[src/rtl/timer_intc_pkg.sv]
// Shared definitions for the timer / interrupt controller: register map,
// CTRL bit positions and the interrupt handshake state encoding.
package timer_intc_pkg;

  localparam logic [2:0] ADDR_CTRL   = 3'd0;
  localparam logic [2:0] ADDR_PERIOD = 3'd1;
  localparam logic [2:0] ADDR_COUNT  = 3'd2;
  localparam logic [2:0] ADDR_MASK   = 3'd3;
  localparam logic [2:0] ADDR_EDGE   = 3'd4;
  localparam logic [2:0] ADDR_PEND   = 3'd5;
  localparam logic [2:0] ADDR_STATUS = 3'd6;

  localparam int unsigned CTRL_EN      = 0;
  localparam int unsigned CTRL_ONESHOT = 1;
  localparam int unsigned CTRL_TMR_IE  = 2;

  typedef enum logic [1:0] {
    ST_IDLE,
    ST_REQ,
    ST_WAIT_ACKLOW
  } int_state_e;

endpackage

[src/rtl/timer_intc_irq_sync_edge.sv]
// Two-flop synchronizer for asynchronous IRQ pins followed by a rising-edge
// detector; provides both the synced level and a one-cycle rise pulse.
module irq_sync_edge #(
  parameter int unsigned WIDTH = 8
) (
  input  logic             CLK,
  input  logic             RST,
  input  logic [WIDTH-1:0] irq_i,
  output logic [WIDTH-1:0] level_o,
  output logic [WIDTH-1:0] rise_o
);

  logic [WIDTH-1:0] meta_q, meta_d;
  logic [WIDTH-1:0] sync_q, sync_d;
  logic [WIDTH-1:0] prev_q, prev_d;

  always_comb begin
    meta_d = irq_i;
    sync_d = meta_q;
    prev_d = sync_q;
  end

  always_ff @(posedge CLK) begin
    if (RST) begin
      meta_q <= '0;
      sync_q <= '0;
      prev_q <= '0;
    end else begin
      meta_q <= meta_d;
      sync_q <= sync_d;
      prev_q <= prev_d;
    end
  end

  assign level_o = sync_q;
  assign rise_o  = sync_q & ~prev_q;

endmodule

[src/rtl/timer_intc_n.sv]
// System timer plus fixed-priority interrupt controller with a bus-mapped
// register file and an INT/INT_ACK handshake towards the core.
module timer_intc_n
  import timer_intc_pkg::*;
#(
  parameter int unsigned NUM_SRC = 8,
  parameter int unsigned DATA_W  = 32,
  parameter int unsigned CNT_W   = 32,
  parameter int unsigned ID_W    = $clog2(NUM_SRC + 1)
) (
  input  logic               CLK,
  input  logic               RST,
  input  logic               DREQ,
  input  logic               DRW,
  input  logic [2:0]         DADDR,
  input  logic [DATA_W-1:0]  WDATA,
  output logic [DATA_W-1:0]  RDATA,
  output logic               DRDY,
  input  logic [NUM_SRC-1:0] SRC_IRQ,
  output logic               INT,
  output logic [ID_W-1:0]    INT_ID,
  input  logic               INT_ACK
);

  localparam logic [CNT_W-1:0] CNT_ONE = CNT_W'(1);

  logic              en_q, en_d, oneshot_q, oneshot_d, tmr_ie_q, tmr_ie_d;
  logic [CNT_W-1:0]  period_q, period_d, count_q, count_d;
  logic [NUM_SRC:0]  mask_q, mask_d, edge_mode_q, edge_mode_d, pend_q, pend_d;
  logic [DATA_W-1:0] rdata_q, rdata_d;
  logic              drdy_q, drdy_d;
  int_state_e        state_q, state_d;
  logic [ID_W-1:0]   id_q, id_d;

  logic [NUM_SRC-1:0] src_level, src_rise;
  logic               wr, rd, match, ack, any_elig;
  logic [NUM_SRC:0]   eligible, is_level, hw_set, clr;
  logic [ID_W-1:0]    win_id;
  logic               unused_wdata;

  irq_sync_edge #(.WIDTH(NUM_SRC)) u_sync (
    .CLK     (CLK),
    .RST     (RST),
    .irq_i   (SRC_IRQ),
    .level_o (src_level),
    .rise_o  (src_rise)
  );

  assign wr           = DREQ & DRW;
  assign rd           = DREQ & ~DRW;
  assign match        = en_q && (period_q != '0) && (count_q == period_q);
  assign unused_wdata = ^WDATA;

  // Timer and configuration registers; a bus write to CTRL overrides the one-shot stop.
  always_comb begin
    en_d        = en_q;
    oneshot_d   = oneshot_q;
    tmr_ie_d    = tmr_ie_q;
    period_d    = period_q;
    mask_d      = mask_q;
    edge_mode_d = edge_mode_q;
    if (match && oneshot_q) en_d = 1'b0;
    if (wr) begin
      unique case (DADDR)
        ADDR_CTRL: begin
          en_d      = WDATA[CTRL_EN];
          oneshot_d = WDATA[CTRL_ONESHOT];
          tmr_ie_d  = WDATA[CTRL_TMR_IE];
        end
        ADDR_PERIOD: period_d    = WDATA[CNT_W-1:0];
        ADDR_MASK:   mask_d      = WDATA[NUM_SRC:0];
        ADDR_EDGE:   edge_mode_d = {WDATA[NUM_SRC:1], 1'b0};
        default: ;
      endcase
    end
    if (wr && DADDR == ADDR_PERIOD) count_d = CNT_ONE;
    else if (!en_q || match || count_q == '1) count_d = CNT_ONE;
    else count_d = count_q + CNT_ONE;
  end

  // Fixed-priority pick: lowest ID wins; the timer also needs TMR_IE.
  always_comb begin
    eligible    = pend_q & mask_q;
    eligible[0] = pend_q[0] & mask_q[0] & tmr_ie_q;
    any_elig    = |eligible;
    win_id      = '0;
    for (int unsigned i = NUM_SRC + 1; i > 0; i--) begin
      if (eligible[i-1]) win_id = ID_W'(i - 1);
    end
  end

  always_comb begin
    state_d = state_q;
    id_d    = id_q;
    ack     = 1'b0;
    unique case (state_q)
      ST_IDLE: begin
        if (!INT_ACK && any_elig) begin
          state_d = ST_REQ;
          id_d    = win_id;
        end
      end
      ST_REQ: begin
        if (INT_ACK) begin
          state_d = ST_WAIT_ACKLOW;
          ack     = 1'b1;
        end
      end
      ST_WAIT_ACKLOW: if (!INT_ACK) state_d = ST_IDLE;
      default: state_d = ST_IDLE;
    endcase
  end

  // Edge-type bits (timer included): set beats clear. Level bits just track the synced pin.
  always_comb begin
    is_level    = ~edge_mode_q;
    is_level[0] = 1'b0;
    hw_set      = {src_rise, match} & ~is_level;
    clr         = '0;
    if (wr && DADDR == ADDR_PEND) clr = WDATA[NUM_SRC:0];
    if (ack) clr[id_q] = 1'b1;
    pend_d = (pend_q & ~clr) | hw_set;
    pend_d = (pend_d & ~is_level) | ({src_level, 1'b0} & is_level);
  end

  always_comb begin
    rdata_d = rdata_q;
    drdy_d  = ~wr;
    if (rd) begin
      rdata_d = '0;
      unique case (DADDR)
        ADDR_CTRL: begin
          rdata_d[CTRL_EN]      = en_q;
          rdata_d[CTRL_ONESHOT] = oneshot_q;
          rdata_d[CTRL_TMR_IE]  = tmr_ie_q;
        end
        ADDR_PERIOD: rdata_d[CNT_W-1:0]   = period_q;
        ADDR_COUNT:  rdata_d[CNT_W-1:0]   = count_q;
        ADDR_MASK:   rdata_d[NUM_SRC:0]   = mask_q;
        ADDR_EDGE:   rdata_d[NUM_SRC:0]   = edge_mode_q;
        ADDR_PEND:   rdata_d[NUM_SRC:0]   = pend_q;
        ADDR_STATUS: begin
          rdata_d[ID_W-1:0]   = id_q;
          rdata_d[DATA_W-1]   = (state_q == ST_REQ);
        end
        default: ;
      endcase
    end
  end

  always_ff @(posedge CLK) begin
    if (RST) begin
      en_q        <= 1'b0;
      oneshot_q   <= 1'b0;
      tmr_ie_q    <= 1'b0;
      period_q    <= '0;
      count_q     <= CNT_ONE;
      mask_q      <= '0;
      edge_mode_q <= '0;
      pend_q      <= '0;
      rdata_q     <= '0;
      drdy_q      <= 1'b1;
      state_q     <= ST_IDLE;
      id_q        <= '0;
    end else begin
      en_q        <= en_d;
      oneshot_q   <= oneshot_d;
      tmr_ie_q    <= tmr_ie_d;
      period_q    <= period_d;
      count_q     <= count_d;
      mask_q      <= mask_d;
      edge_mode_q <= edge_mode_d;
      pend_q      <= pend_d;
      rdata_q     <= rdata_d;
      drdy_q      <= drdy_d;
      state_q     <= state_d;
      id_q        <= id_d;
    end
  end

  assign RDATA  = rdata_q;
  assign DRDY   = drdy_q;
  assign INT    = (state_q == ST_REQ);
  assign INT_ID = id_q;

endmodule

[config.mk]
export PLATFORM = sky130hd
export DESIGN_NAME = timer_intc_n
export DESIGN_NICKNAME = d
export VERILOG_FILES = /design/src/rtl/timer_intc_pkg.sv /design/src/rtl/timer_intc_irq_sync_edge.sv /design/src/rtl/timer_intc_n.sv
export SDC_FILE = /design/constraint.sdc
export NUM_CORES = 1
export LEC_CHECK = 0
export ABC_CLOCK_PERIOD_IN_PS = 2980
export CELL_PAD_IN_SITES_DETAIL_PLACEMENT = 1
export CELL_PAD_IN_SITES_GLOBAL_PLACEMENT = 2
export CORE_ASPECT_RATIO = 0.75
export CORE_MARGIN = 2
export CORE_UTILIZATION = 35
export DETAILED_ROUTE_END_ITERATION = 12
export GPL_ROUTABILITY_DRIVEN = 0
export GPL_TIMING_DRIVEN = 0
export PLACE_DENSITY_LB_ADDON = 0.1
export SLEW_MARGIN = 10
export SYNTH_ARGS = -nofsm -noshare
export SYNTH_HDL_FRONTEND = slang
export SYNTH_HIERARCHICAL = 1
export SYNTH_SLANG_ARGS = --single-unit
export TNS_END_PERCENT = 100
[constraint.sdc]
create_clock -name CLK -period 2.98 [get_ports CLK]
set_clock_uncertainty 0.1 [all_clocks]
set_input_delay 0.298 -clock CLK [delete_from_list [all_inputs] [get_ports CLK]]
set_output_delay 0.298 -clock CLK [all_outputs]
set_load 0.01 [all_outputs]
==> metrics.yaml <==
setup_viol: 0
die_h_um: 128
cts_max_path_buffers: 2
synth_nets: 846
coreArea_sq_um: 20200
drtAntennaViolNets: 0
wl_met1_um: 13400
yosysMostFrequentCell: "dfxtp_1"
wl_met3_um: 1680
synth-compound-area-share: 0.132
drive_above_1_share: 0.104
pwr-share-clk: 0.479
hold-path-cell-count: 2
synth_top_family_by_area: "simple AND/OR/NAND/NOR gates"
path_cells: "clkdlybuf4s50_1 -> nor4bb_1 -> nor2b_1 -> nand2_1 -> a31oi_1 -> a211oi_1"
max_slew.worst_pin.slew_ps: 1210
cts-root-buf: "clkbuf_16"
clk_pin_slew_ps: 70
synth_area_leader_cell: "dfxtp_1"
synth_edf_count: 0
slowest_delay_ps: 1030
ys_ff_latch: 156
wl_met2_um: 10600
max_cap_violations: 0
path_class: "input port to register"
max_clock_freq_mhz: 381
hold_buffers: 0
yosysWarnings: 6
antennaDiodeCount: 0
tritoncts: "done"
r2r_slack_ps: 410
synth_mux_area_frac: 0.0561
finalCritPeriodShare: 0.882
powerDensity_nw_per_um2: 545
insertion_delay_ps: 440
cp.arrival_ps: 2810
clock-sinks: 156
drc_errors: 0
cts_buffers: 17
final-hold-violation-count: 0
synth-adder-area-share: 0.00175
synth_area_leaders: "dfxtp_1, xor2_1, nand2_1"
cts_resized: 0
post-route-min-period_ps: 2630
crit_path_max_fanout: 6
grt.overflow.total: 0
hpwl_um: 20100
routedWlPerCell_um: 22.3
vias_per_cell: 5.69
regArea_sq_um: 3120
first_iter_violations: 544
synthSimpleGateAreaFrac: 0.262
rsz0062_at_grt: "false"
vdd_ir_drop_max_mv: 0.277
post-cts-setup-buffer-count: 0
worstSetupEndpointType: "register"
syn_to_final_growth_pct: 24.8
worst_hold_slack_ps: 309
holdPathEnd: "u_sync/meta_q[4]"
routed.top_layer: "met4"
synth_common_cells: "dfxtp_1, nand2_1, nor2_1, xor2_1, nor3_1"
ys_types: 68
synthArstFlopShare: 0
portBuffers: 83
required_ps: 3160
power.total_w: 0.00487
dr.pass1.iters: 5
synthCells: 797
fillCellCount: 2356
grt_max_degree: 17
syn_area_per_cell_sq_um: 8.98
r2r-end: "pend_q[4]"
ios: 86
initial_core_util: 0.355
antenna_found_initial: 0
synth.top_cell.area_share: 0.436
leakagePower_nw: 3.27
hp-class: "input port to register"
dieArea_sq_um: 21600
crit_start: "INT_ACK"
combinationalPowerShare: 0.077
grt_pass1_wl_um: 39700
ys_seq_area_frac: 0.436
seqPwrFrac: 0.444
slew_viol_final: 0
run_status: "completed"
first_global_vias: 6534
syn_area_sq_um: 7160
p_sw_w: 0.00122
drt-total-wl_um: 26100
multi_input_area_sq_um: 3750
die_w_um: 169
reg2reg_from: "INT_ID[0]"
slew_headroom: 0.185
min_from: "SRC_IRQ[4]"
p_sw_frac: 0.251
crit_slowest_cell: "nor4bb_1"
ys.flop_type: "dfxtp_1"
fin_nets: 948
totalNegativeSetupSlack_ps: 0
vias: 6655
grt_usage: 0.246
internal_power_w: 0.00365
worstRegToRegCells: 5
std_cell_rows: 45
startpoint_type: "input port"
htreeDepth: 4
synth_xor_xnor_area_share: 0.0722
routing by layer:
layer  GRT usage  vias to the layer above
met5           0                        -
li1            -                     3067
met1       0.380                     3334
met4      0.0538                        0
met2       0.350                      224
met3      0.0488                       30
how the worst max path moves through the flow:
stage | to | slack (ps) | depth (start not counted)
5_1_grt | pend_q[8] | 350 | 6
3_5_place_dp | pend_q[8] | 50 | 6
6_report | pend_q[4] | 350 | 6
3_3_place_gp | pend_q[4] | 50 | 6
4_1_cts | pend_q[4] | 520 | 6
2_1_floorplan | count_q[1] | 1160 | 8
cells in the final DEF, fill, tap and decap left out, types with 14 or more instances in the layout:
cell	n
dfxtp_1	156
nand2_1	91
nor2b_2	14
nor3_1	53
nor2b_1	23
nor2_1	65
a21oi_1	43
clkbuf_16	17
a211oi_1	14
a221oi_1	25
mux2i_1	30
a22oi_1	14
clkdlybuf4s50_1	83
clkbuf_1	27
buf_2	15
xor2_1	54
nand3_1	23
nor4_1	21
metrics by stage:
stage | cells | instance area [sq um] | util | setup WS (ps)
finish | 1170 | 8940 | 0.443 | 352
global route | 1170 | 8940 | 0.443 | 354
CTS | 1170 | 8940 | 0.443 | 517
floorplan | 797 | 7160 | - | 1160
detailed placement | 1138 | 8310 | 0.412 | 54.4
global placement | 1138 | 8310 | 0.412 | 52.8
layout make-up:
type	instances	share of cell area
plain buffers	51	0.0298
clock inverters	15	0.0223
well taps	258	0.0361
inverters	4	0.00168
multi-input cells	586	0.420
clock buffers	17	0.0476
flip-flops and latches	156	0.349
repair buffers	83	0.0930
power groups by stage:
stage	Clock (W)	Combinational [W]	Sequential, W
6_report	0.00233	0.000375	0.00217
5_1_grt	0.00248	0.000405	0.00217
4_1_cts	0.00238	0.000374	0.00216
3_5_place_dp	0	0.000371	0.00221
3_3_place_gp	0	0.000363	0.00221
2_1_floorplan	0	0.000173	0.00221
cells by family after synthesis:
family | count (synthesis)
buffers and inverters | 55
adder cells (fa/ha/maj) | 1
multiplexers | 37
AND/OR/NAND/NOR | 352
XOR/XNOR | 59
flip-flops | 156
AO/OA/AOI/OAI | 137
state kept, by name, summed over array words and instances (netlist names), 2 cells and up:
name	flops
INT_ID	4
RDATA	32
count_q	32
edge_mode_q	8
mask_q	9
pend_q	9
period_q	32
state_q	2
u_sync/level_o	8
u_sync/meta_q	8
u_sync/prev_q	8
critical path, delay by kind of cell:
family,cells,cell delay [ps]
AOI/OAI and AO/OA,2,280
buffers and inverters,1,540
and+or+nand+nor,3,1680
Power figures use the tool's default switching activity.
